[src/rtl/mac_accumulator_if.sv]
// Product-in / result-out handshake bundle for the accumulate stage.
// The slave side is the accumulator; the master side feeds and drains it.
interface mac_accumulator_if #(
  parameter int PROD_W = 16,
  parameter int ACC_W  = 24
);
  logic              start;
  logic              prod_valid;
  logic [PROD_W-1:0] prod;
  logic              prod_ready;
  logic              acc_valid;
  logic [ACC_W-1:0]  acc_out;
  logic              acc_ready;
  logic              busy;
  logic              overflow;

  modport slave (
    input  start,
    input  prod_valid,
    input  prod,
    output prod_ready,
    output acc_valid,
    output acc_out,
    input  acc_ready,
    output busy,
    output overflow
  );

  modport master (
    output start,
    output prod_valid,
    output prod,
    input  prod_ready,
    input  acc_valid,
    input  acc_out,
    output acc_ready,
    input  busy,
    input  overflow
  );
endinterface

[src/rtl/mac_accumulator.sv]
// Sums LEN unsigned products into an ACC_W accumulator and
// hands the dot product downstream; sticky carry-out flag.
module mac_accumulator #(
  parameter int PROD_W = 16,
  parameter int ACC_W  = 24,
  parameter int LEN    = 4,
  parameter int CNT_W  = 8
) (
  input  logic             clk,
  input  logic             rst,
  mac_accumulator_if.slave io
);

  typedef enum logic [1:0] {
    IDLE,
    ACCUM,
    DONE
  } state_t;

  localparam logic [CNT_W-1:0] LAST = CNT_W'(LEN - 1);

  state_t           state_q, state_d;
  logic [ACC_W-1:0] acc_q, acc_d;
  logic [CNT_W-1:0] cnt_q, cnt_d;
  logic             ovf_q, ovf_d;
  logic [ACC_W:0]   sum;

  // Extra top bit captures the carry out of the accumulator.
  assign sum = {1'b0, acc_q} + (ACC_W+1)'(io.prod);

  always_ff @(posedge clk) begin
    if (rst) begin
      state_q <= IDLE;
      acc_q   <= '0;
      cnt_q   <= '0;
      ovf_q   <= 1'b0;
    end else begin
      state_q <= state_d;
      acc_q   <= acc_d;
      cnt_q   <= cnt_d;
      ovf_q   <= ovf_d;
    end
  end

  always_comb begin
    state_d = state_q;
    acc_d   = acc_q;
    cnt_d   = cnt_q;
    ovf_d   = ovf_q;
    unique case (state_q)
      IDLE: begin
        if (io.start) begin
          acc_d   = '0;
          cnt_d   = '0;
          ovf_d   = 1'b0;
          state_d = ACCUM;
        end
      end
      ACCUM: begin
        if (io.prod_valid) begin
          acc_d = sum[ACC_W-1:0];
          cnt_d = cnt_q + CNT_W'(1);
          if (sum[ACC_W])
            ovf_d = 1'b1;
          if (cnt_q == LAST)
            state_d = DONE;
        end
      end
      DONE: begin
        if (io.acc_ready)
          state_d = IDLE;
      end
      default: state_d = IDLE;
    endcase
  end

  assign io.prod_ready = (state_q == ACCUM);
  assign io.acc_valid  = (state_q == DONE);
  assign io.busy       = (state_q != IDLE);
  assign io.acc_out    = acc_q;
  assign io.overflow   = ovf_q;

endmodule

[src/flat_wrapper.sv]
// flat-port wrapper written by rule: the top's interface ports become plain ports
module mac_accumulator_flat 
#(
  parameter int PROD_W = 16,
  parameter int ACC_W  = 24,
  parameter int LEN    = 4,
  parameter int CNT_W  = 8
)
  (clk, rst, io_start, io_prod_valid, io_prod, io_prod_ready, io_acc_valid, io_acc_out, io_acc_ready, io_busy, io_overflow);
  mac_accumulator_if #(.PROD_W(PROD_W), .ACC_W(ACC_W)) io_i ();
  input  logic clk;
  input  logic rst;
  input wire logic [$bits(io_i.start)-1:0] io_start;
  input wire logic [$bits(io_i.prod_valid)-1:0] io_prod_valid;
  input wire logic [$bits(io_i.prod)-1:0] io_prod;
  output wire logic [$bits(io_i.prod_ready)-1:0] io_prod_ready;
  output wire logic [$bits(io_i.acc_valid)-1:0] io_acc_valid;
  output wire logic [$bits(io_i.acc_out)-1:0] io_acc_out;
  input wire logic [$bits(io_i.acc_ready)-1:0] io_acc_ready;
  output wire logic [$bits(io_i.busy)-1:0] io_busy;
  output wire logic [$bits(io_i.overflow)-1:0] io_overflow;
  assign io_i.start = io_start;
  assign io_i.prod_valid = io_prod_valid;
  assign io_i.prod = io_prod;
  assign io_prod_ready = io_i.prod_ready;
  assign io_acc_valid = io_i.acc_valid;
  assign io_acc_out = io_i.acc_out;
  assign io_i.acc_ready = io_acc_ready;
  assign io_busy = io_i.busy;
  assign io_overflow = io_i.overflow;
  mac_accumulator #(.PROD_W(PROD_W), .ACC_W(ACC_W), .LEN(LEN), .CNT_W(CNT_W)) u_core (.clk(clk), .rst(rst), .io(io_i));
endmodule
[config.mk]
export PLATFORM = sky130hd
export DESIGN_NAME = mac_accumulator_flat
export DESIGN_NICKNAME = d
export VERILOG_FILES = /design/src/rtl/mac_accumulator_if.sv /design/src/rtl/mac_accumulator.sv /design/src/flat_wrapper.sv
export SDC_FILE = /design/constraint.sdc
export NUM_CORES = 1
export LEC_CHECK = 0
export ABC_AREA = 0
export ABC_CLOCK_PERIOD_IN_PS = 3380
export CAP_MARGIN = 20
export CORE_AREA = 2 2 71 73
export CTS_BUF_LIST = sky130_fd_sc_hd__clkbuf_4 sky130_fd_sc_hd__clkbuf_8
export DETAILED_ROUTE_END_ITERATION = 7
export DIE_AREA = 0 0 73 75
export GPL_TIMING_DRIVEN = 0
export PLACE_DENSITY = 0.78
export SETUP_SLACK_MARGIN = 0.1
export SLEW_MARGIN = 30
export SYNTH_ARGS = -nofsm -noshare
export SYNTH_HDL_FRONTEND = slang
export SYNTH_SLANG_ARGS = --single-unit
export TNS_END_PERCENT = 20
[constraint.sdc]
create_clock -name clk -period 3.38 [get_ports clk]
set_clock_uncertainty 0.15 [all_clocks]
set_input_delay 0.507 -clock clk [delete_from_list [all_inputs] [get_ports clk]]
set_output_delay 0.507 -clock clk [all_outputs]
set_load 0.05 [all_outputs]
Yosys cells after proc, flatten, opt, wreduce, memory -nomap -nowiden
Cells that the tools add are included.

word-level totals
  word-level logic and storage cells = 35
  bits of input ports = 21
  flip-flop bits (word level) = 35
  output and inout port bits = 28

cells by class
  equal/unequal tests = 8
  reduce and logical (&&, ||, !) cells = 6
  multiplexer cells = 15
  add/subtract/negate cells = 2

operators with widths
  operator                                        count
  2-to-1 mux 24 bit                               2
  case mux 24 bit (2 select lines)                1
  adder 24 x 16 -> 25 bit                         1
  2-to-1 mux 8 bit                                2
  case mux 8 bit (2 select lines)                 1
  adder 8 x 1 -> 8 bit (second input constant)    1
  == test 8 x 2 -> 1 bit (second input constant)  1
  2-to-1 mux 2 bit                                4
  AND reduction 4 bit                             2
  != test 2 x 1 -> 1 bit (second input constant)  3
  case mux 2 bit (3 select lines)                 1
  != test 2 bit (second input constant)           2
  nonzero test 2 bit                              2
  2-to-1 mux 1 bit                                3
  AND reduction 3 bit                             1
  == test 2 x 1 -> 1 bit (second input constant)  1
  == test 2 bit (second input constant)           1
  logical NOT 2 bit                               1
  case mux 1 bit (2 select lines)                 1

Longest topological paths before layout
Gate-level depths: netlist (run 1).

  depth after elaboration = 4
  gate-level depth with buffers = 7
  gate-level depth less buffers = 7

Worst setup path after synthesis (run 1)
No wires, ideal clock.

  kind = reg-to-reg
  start = register u_core.acc_q[0] (netlist: u_core.io.acc_out[0])
  end = register u_core.acc_q[12] (netlist: u_core.io.acc_out[12])
  buffers on the path = 0
  arrival = 2.445 ns
  data required time = 3.113 ns
  cell stages (with the launch flop) = 8
  setup time = 0.117 ns
  clock period less this slack = 2.712 ns
  slack = 0.668 ns
  path through = dfxtp_1 > ha_1 > fa_1 > a21o_1 > a221o_1 > o211a_1 > or3_1 > a32o_1

on the way
  word-level cells in the longest chain between the ends = 3

RTL lines
  what                              RTL line               source
  start: declaration                mac_accumulator.sv:23  logic [ACC_W-1:0] acc_q, acc_d;
  start signal: assignment          mac_accumulator.sv:34  acc_q <= '0;
  start signal: assignment          mac_accumulator.sv:39  acc_q <= acc_d;
  adder 24 x 16 -> 25 bit           mac_accumulator.sv:29  assign sum = {1'b0, acc_q} + (ACC_W+1)'(io.prod);
  2-to-1 mux 24 bit                 mac_accumulator.sv:60  if (io.prod_valid) begin
  case mux 24 bit (2 select lines)  mac_accumulator.sv:50  unique case (state_q)

No other way between the ends. The select of a mux whose other input is x is not followed.
A chain may end at the register's enable or synchronous reset.

Worst setup path after layout (run 1)
  start = input io_prod[0]
  end = register u_core.ovf_q (netlist: u_core.io.overflow)

on the way
  word-level cells in the longest chain between the ends = 3

RTL lines
  what                              RTL line               source
  start: declaration                flat_wrapper.sv:15     input wire logic [$bits(io_i.prod)-1:0] io_prod;
  adder 24 x 16 -> 25 bit           mac_accumulator.sv:29
  != test 2 x 1 -> 1 bit (no line)  --
  AND reduction 4 bit (no line)     --
  end signal: assignment            mac_accumulator.sv:41  ovf_q <= ovf_d;
  end: declaration                  mac_accumulator.sv:25  logic ovf_q, ovf_d;

No other way between the ends.

==> key figures, run 1 <==
Critical path
  – CP arrival: 3.08 ns
  – CP Cell Sequence: clkdlybuf4s50_1 > ha_1 > fa_1 > a21o_1 > a221o_1 > o211ai_1 > a2111oi_0 > o311a_1
  – Critical Path Fanout Max: 6
  – Slowest CP cell: clkdlybuf4s50_1
  – Worst R2R Setup Slack: around 0.60 ns
  – Crit path largest cell delay: just over 0.4 ns
  – Setup CP Type: in2reg
  – CP endpoint kind: register
  – Startpoint types: primary input
  – Worst path required time: 3.42 ns

Layout
  – Final Instance Area: 0.003108 mm²
  – Post-layout nets: 409
  – Share of post-route cells with drive strength above 1: 0.05121
  – Core Util, Final: 0.6668
  – Commonest non-fill, non-tap cell in the layout: clkdlybuf4s50_1
  – Ant diodes: 0
  – P&R area growth vs syn: 25.45%
  – Most frequent cells in the layout: 47 x clkdlybuf4s50_1, 35 x nand2_1, 35 x dfxtp_1

STA
  – Max Freq: approximately 330 MHz
  – Final Setup Violations: 0
  – Slew Limit Fails: 0
  – Slew @ Worst Pin: 0.7960 ns
  – Rel. slew slack: 0.4693
  – Final min period: 3.044 ns
  – Final cycle utilization of the critical path: 0.9007
  – Fin worst setup slack: 0.3357 ns
  – RSZ-0062 raised after global routing: no
  – Final Hold Violating Endpoints: 0
  – Setup TNS: 0 ns

Logic synthesis
  – EDFF count, synth: 0
  – Post-synth cell types: 56
  – Post-Syn Area: about 0.0025 mm²
  – Post-synth top flop: dfxtp_1
  – Sequential share of the synthesized area: 0.2828
  – Yosys reg bits: 35
  – Syn Inst Count: 316
  – Syn_area_per_cell: 7.840 µm²
  – Asr flop ratio synth: 0
  – Syn nets: 355
  – Synth warn: 0

Floorplan
  – IO Pins: approximately 50
  – Die area: between 0.005 and 0.006 mm²
  – Chip Height: about 75 µm
  – Starting Density: 0.5315
  – Core Footprint: 0.004661 mm²
  – Site Rows: 25
  – Die span in x: 73 µm

Global routing
  – Largest net degree at the start of global routing: 14
  – Initial antenna violation count: 0
  – First-pass GRT wire length: ~10 mm
  – Tot GR Track Use: 0.2402
  – Vias in the first global route: between 2000 and 2500
  – Grt total ovfl: 0

Clocking
  – Hold-fix buffers at CTS: 0
  – Clk slew on worst S/H paths: 0.08 ns
  – Worst skew pair latency: 0.29 ns
  – Post-CTS setup buffers: 0
  – Max Root-Sink Buffers: 2
  – Sink Count: 35
  – H-tree levels: 2
  – Number of buffers created by CTS: 5
  – Root Driver: clkbuf_8
  – Post_cts resized: 0
  – TritonCTS clock tree: done

Power and ir drop
  – Maximum VDD drop: roughly 0.24 mV
  – Pwr dens: 321.5 mW/mm²
  – Sw Ratio: 0.3381
  – Clock share of power: 0.328
  – Total power: around 1 mW
  – Comb power frac: 0.240
  – Sw Pwr: 0.3378 mW
  – Pint: 0.6613 mW
  – Sequential power share: 0.432
  – Pleak: 1.269 nW

Drt
  – Vias: 2524
  – Detail Route Antenna Nets: 0
  – Post-route DRC: 0
  – DR pass1 iterations: 4
  – Drt total wl: between 6 and 7 mm
  – Wire per inst: 14.76 µm
  – Vias per inst: 5.939
  – Starting DRT DRC Count: between 150 and 200

Hold path
  – HP Class: reg2reg

Placement
  – Dpl ws: between 0.06 and 0.07 ns
  – Post-DP HPWL: 4.669 mm
  – Final GP Congestion: 0.8896
  – PortBufs: 47
  – Area after DPL: between 0.003 and 0.004 mm²

Job
  – Max cap viols: 0

Outcome
  – Status: complete, no violations
synthesized netlist by cell type, types with 4 or more instances:
cell | instances | area (µm²)
a21oi_1 | 22 | 110.1
o31ai_1 | 4 | 30.03
a22oi_1 | 5 | 37.54
nand2_1 | 35 | 131.4
o21ai_0 | 16 | 80.08
nor3_1 | 6 | 30.03
o21a_1 | 5 | 37.54
a211o_1 | 4 | 35.03
inv_1 | 12 | 45.04
and3_1 | 5 | 31.28
ha_1 | 17 | 212.7
mux2i_1 | 5 | 50.05
xor2_1 | 8 | 70.07
clkbuf_1 | 6 | 22.52
nand3_1 | 15 | 75.07
dfxtp_1 | 35 | 700.7
xnor2_1 | 4 | 35.03
a21o_1 | 10 | 75.07
nor2_1 | 32 | 120.1
nor4_1 | 5 | 31.28
nand4_1 | 8 | 50.05
a211oi_1 | 4 | 30.03
worst max-delay path, delay by kind of cell:
kind                     cells  cell delay (ns)
AO/OA/AOI/OAI                5             1.55
adder cells (fa/ha/maj)      2             0.62
buffers and inverters        1             0.41
through the flow:
step                std cells  hold WS (ns)
finish                    425        0.3319
global route              425        0.3506
CTS                       425        0.3371
detailed placement        417        0.3174
global placement          417        0.3065
floorplan                 316        0.3301
worst paths after layout:
check                             from              endpoint  cells after the start
setup / recovery            io_prod[0]    u_core.io.overflow                      8
hold / removal    u_core.io.acc_out[2]  u_core.io.acc_out[2]                      2
setup reg to reg  u_core.io.acc_out[0]    u_core.io.overflow                      7
hold reg to reg   u_core.io.acc_out[2]  u_core.io.acc_out[2]                      2
sequential cells by signal (all words and copies together) (netlist names):
| register | count |
|---|---|
| u_core.io.acc_out | 24 |
| u_core.io.overflow | 1 |
| u_core.state_q | 2 |
| u_core.cnt_q | 8 |
power groups by stage:
stage          combinational [mW]  clock [mW]  sequential [mW]
6_report                    0.240       0.327            0.432
5_1_grt                     0.263       0.346            0.433
2_1_floorplan               0.132           0            0.469
4_1_cts                     0.239       0.331            0.432
3_5_place_dp                0.237           0            0.441
3_3_place_gp                0.235           0            0.441
kinds of logic (layout without fill, tap and decap cells):
logic type | after synthesis | after routing | share of synthesized area
AND/OR/NAND/NOR | 127 | 127 | 0.2515
AO/OA/AOI/OAI | 96 | 96 | 0.2692
flip-flops | 35 | 35 | 0.2828
buffers and inverters | 22 | 77 | 0.03535
adder cells (fa/ha/maj) | 18 | 18 | 0.09394
XOR/XNOR | 12 | 12 | 0.04242
multiplexers | 6 | 6 | 0.02475
per-layer routing:
| metal | vias to the layer above | share of wire | track usage |
|---|---|---|---|
| met5 | - | 0 | 0 |
| met4 | 0 | 0.0096 | 0.07202 |
| met3 | 8 | 0.053 | 0.03614 |
| met2 | 67 | 0.47 | 0.4124 |
| met1 | 1157 | 0.47 | 0.3126 |
| li1 | 1292 | - | - |
layout make-up:
| class | count | area, µm² |
|---|---|---|
| Fill cell | 425 | 1553 |
| Inverter | 12 | 45.04 |
| Tap cell | 54 | 67.56 |
| Clock buffer | 5 | 68.82 |
| Timing Repair Buffer | 47 | 470.5 |
| Clock inverter | 3 | 23.77 |
| Multi-Input combinational cell | 259 | 1689 |
| Buffer | 10 | 42.54 |
| Sequential cell | 35 | 700.7 |
Power figures use the tool's default switching activity.
==> run 2: changes to the inputs <==
--- a/config.mk
+++ b/config.mk
@@ -14,6 +14,7 @@
 export DIE_AREA = 0 0 73 75
 export GPL_TIMING_DRIVEN = 0
 export PLACE_DENSITY = 0.78
+export RECOVER_POWER = 25
 export SETUP_SLACK_MARGIN = 0.1
 export SLEW_MARGIN = 30
 export SYNTH_ARGS = -nofsm -noshare
==> run 2 against run 1 <==
Worst hold slack got worse by 0.0035 ns. Sequential power hardly changed. Flip-flop and latch count unchanged. Global-route usage unchanged. Clock power barely moved. Register-to-register slack is essentially flat. Critical path type unchanged. Largest cell class unchanged.
==> key figures, run 2 (synthesized netlist as in run 1, its figures left out) <==
Clocking
  – Sink Count: 35
  – Post_cts resized: 0
  – Root Driver: clkbuf_8
  – Worst skew pair latency: 0.29 ns
  – H-tree levels: 2
  – Number of buffers created by CTS: 5
  – Max Root-Sink Buffers: 2
  – Post-CTS setup buffers: 0
  – TritonCTS clock tree: done
  – Clk slew on worst S/H paths: 0.08 ns
  – Hold-fix buffers at CTS: 0

Floorplan
  – Core Footprint: 0.004661 mm²
  – IO Pins: 49
  – Die span in x: between 70 and 80 µm
  – Chip Height: between 70 and 80 µm
  – Die area: 0.005475 mm²
  – Starting Density: 0.5315
  – Site Rows: 25

Global routing
  – Grt total ovfl: 0
  – Largest net degree at the start of global routing: 14
  – Tot GR Track Use: 0.2402
  – First-pass GRT wire length: 10.43 mm
  – Initial antenna violation count: 0
  – Vias in the first global route: around 2300

STA
  – Final Setup Violations: 0
  – Final min period: ~3.0 ns
  – Final Hold Violating Endpoints: 0
  – RSZ-0062 raised after global routing: no
  – Max Freq: 328.6 MHz
  – Slew @ Worst Pin: 0.7936 ns
  – Setup TNS: 0 ns
  – Slew Limit Fails: 0
  – Final cycle utilization of the critical path: 0.9004
  – Rel. slew slack: 0.4709

Drt
  – Post-route DRC: 0
  – Starting DRT DRC Count: 160
  – Detail Route Antenna Nets: 0
  – Routed wl met2: about 2.9 mm
  – DR pass1 iterations: 4
  – Met3 Wirelength: 352 µm
  – Drt total wl: around 6.3 mm
  – Vias per inst: 5.965
  – Met1 WL: about 2.9 mm
  – Wire per inst: 14.78 µm
  – Vias: 2535
  – Max Used Layer: met4

Layout
  – Post-layout nets: a little over 400
  – Core Util, Final: 0.6668
  – Commonest non-fill, non-tap cell in the layout: clkdlybuf4s50_1
  – Ant diodes: 0
  – Share of post-route cells with drive strength above 1: 0.04852
  – Most frequent cells in the layout: 41 x clkdlybuf4s50_1, 35 x nand2_1, 35 x dfxtp_1
  – P&R area growth vs syn: 25.45%
  – Max FFs per register: 24

Placement
  – PortBufs: between 40 and 50
  – Post-DP HPWL: roughly 4.7 mm
  – Final GP Congestion: between 0.8 and 0.9

Critical path
  – CP arrival: 3.08 ns
  – Startpoint types: primary input
  – Critical Path Fanout Max: 6
  – Setup CP Type: in2reg
  – Worst path required time: 3.42 ns
  – CP endpoint kind: register

Job
  – Max cap viols: 0

Hold path
  – HP Class: reg2reg

Power and ir drop
  – Maximum VDD drop: ~0.24 mV
  – Pleak: 1.282 nW
  – Pwr dens: 320.9 mW/mm²

Outcome
  – Status: complete, no violations
run 2: power by group:
part / internal [mW] / switching [mW]
combinational: 0.0898 / 0.149
sequential: 0.422 / 0.00919
clock: 0.148 / 0.180
run 2: area by class of cell:
type / instances / area [µm²]
plain buffers: 10 / 42.54
inverters: 12 / 45.04
well taps: 54 / 67.56
clock inverters: 3 / 23.77
fillers: 425 / 1553
flip-flops and latches: 35 / 700.7
clock buffers: 5 / 68.82
repair buffers: 47 / 470.5
multi-input cells: 259 / 1689
run 2: path summary, 6_finish.rpt:
kind / cells after the start / slack [ns] / startpoint / end
max: 8 / 0.34 / io_prod[0] / u_core.io.overflow
min: 2 / 0.33 / u_core.io.acc_out[2] / u_core.io.acc_out[2]
max reg2reg: 7 / 0.60 / u_core.io.acc_out[0] / u_core.io.overflow
min reg2reg: 2 / 0.33 / u_core.io.acc_out[2] / u_core.io.acc_out[2]
run 2: critical path: stages:
cell             delay (ns)
clkdlybuf4s50_1        0.41
ha_1                   0.21
fa_1                   0.41
a21o_1                 0.19
a221o_1                0.41
o211ai_1               0.41
a2111oi_0              0.22
o311a_1                0.32
run 2: routing by layer:
layer	GRT usage	vias up
met2	0.4124	71
met4	0.07202	0
met3	0.03614	8
met5	0	-
li1	-	1292
met1	0.3126	1164
run 2: metrics by stage:
step | cells | cell area (µm²) | setup WS [ns] | hold slack [ns] | power [mW]
after floorplan | 316 | 2477 | 0.6677 | 0.3301 | 0.6011
after global placement | 417 | 3015 | 0.09788 | 0.3065 | 0.6755
after detailed placement | 417 | 3015 | 0.06804 | 0.3174 | 0.6784
after CTS | 425 | 3108 | 0.3721 | 0.3371 | 1.002
after global routing | 425 | 3108 | 0.2808 | 0.3506 | 1.040
final | 425 | 3108 | 0.3366 | 0.3284 | 0.9973
==> run 3: changes to the inputs <==
--- a/config.mk
+++ b/config.mk
@@ -16,7 +16,7 @@
 export PLACE_DENSITY = 0.78
 export RECOVER_POWER = 25
 export SETUP_SLACK_MARGIN = 0.1
-export SLEW_MARGIN = 30
+export SLEW_MARGIN = 20
 export SYNTH_ARGS = -nofsm -noshare
 export SYNTH_HDL_FRONTEND = slang
 export SYNTH_SLANG_ARGS = --single-unit
==> results of run 3 <==
No change in the layout: final DEF, timing and power equal those of run 2.
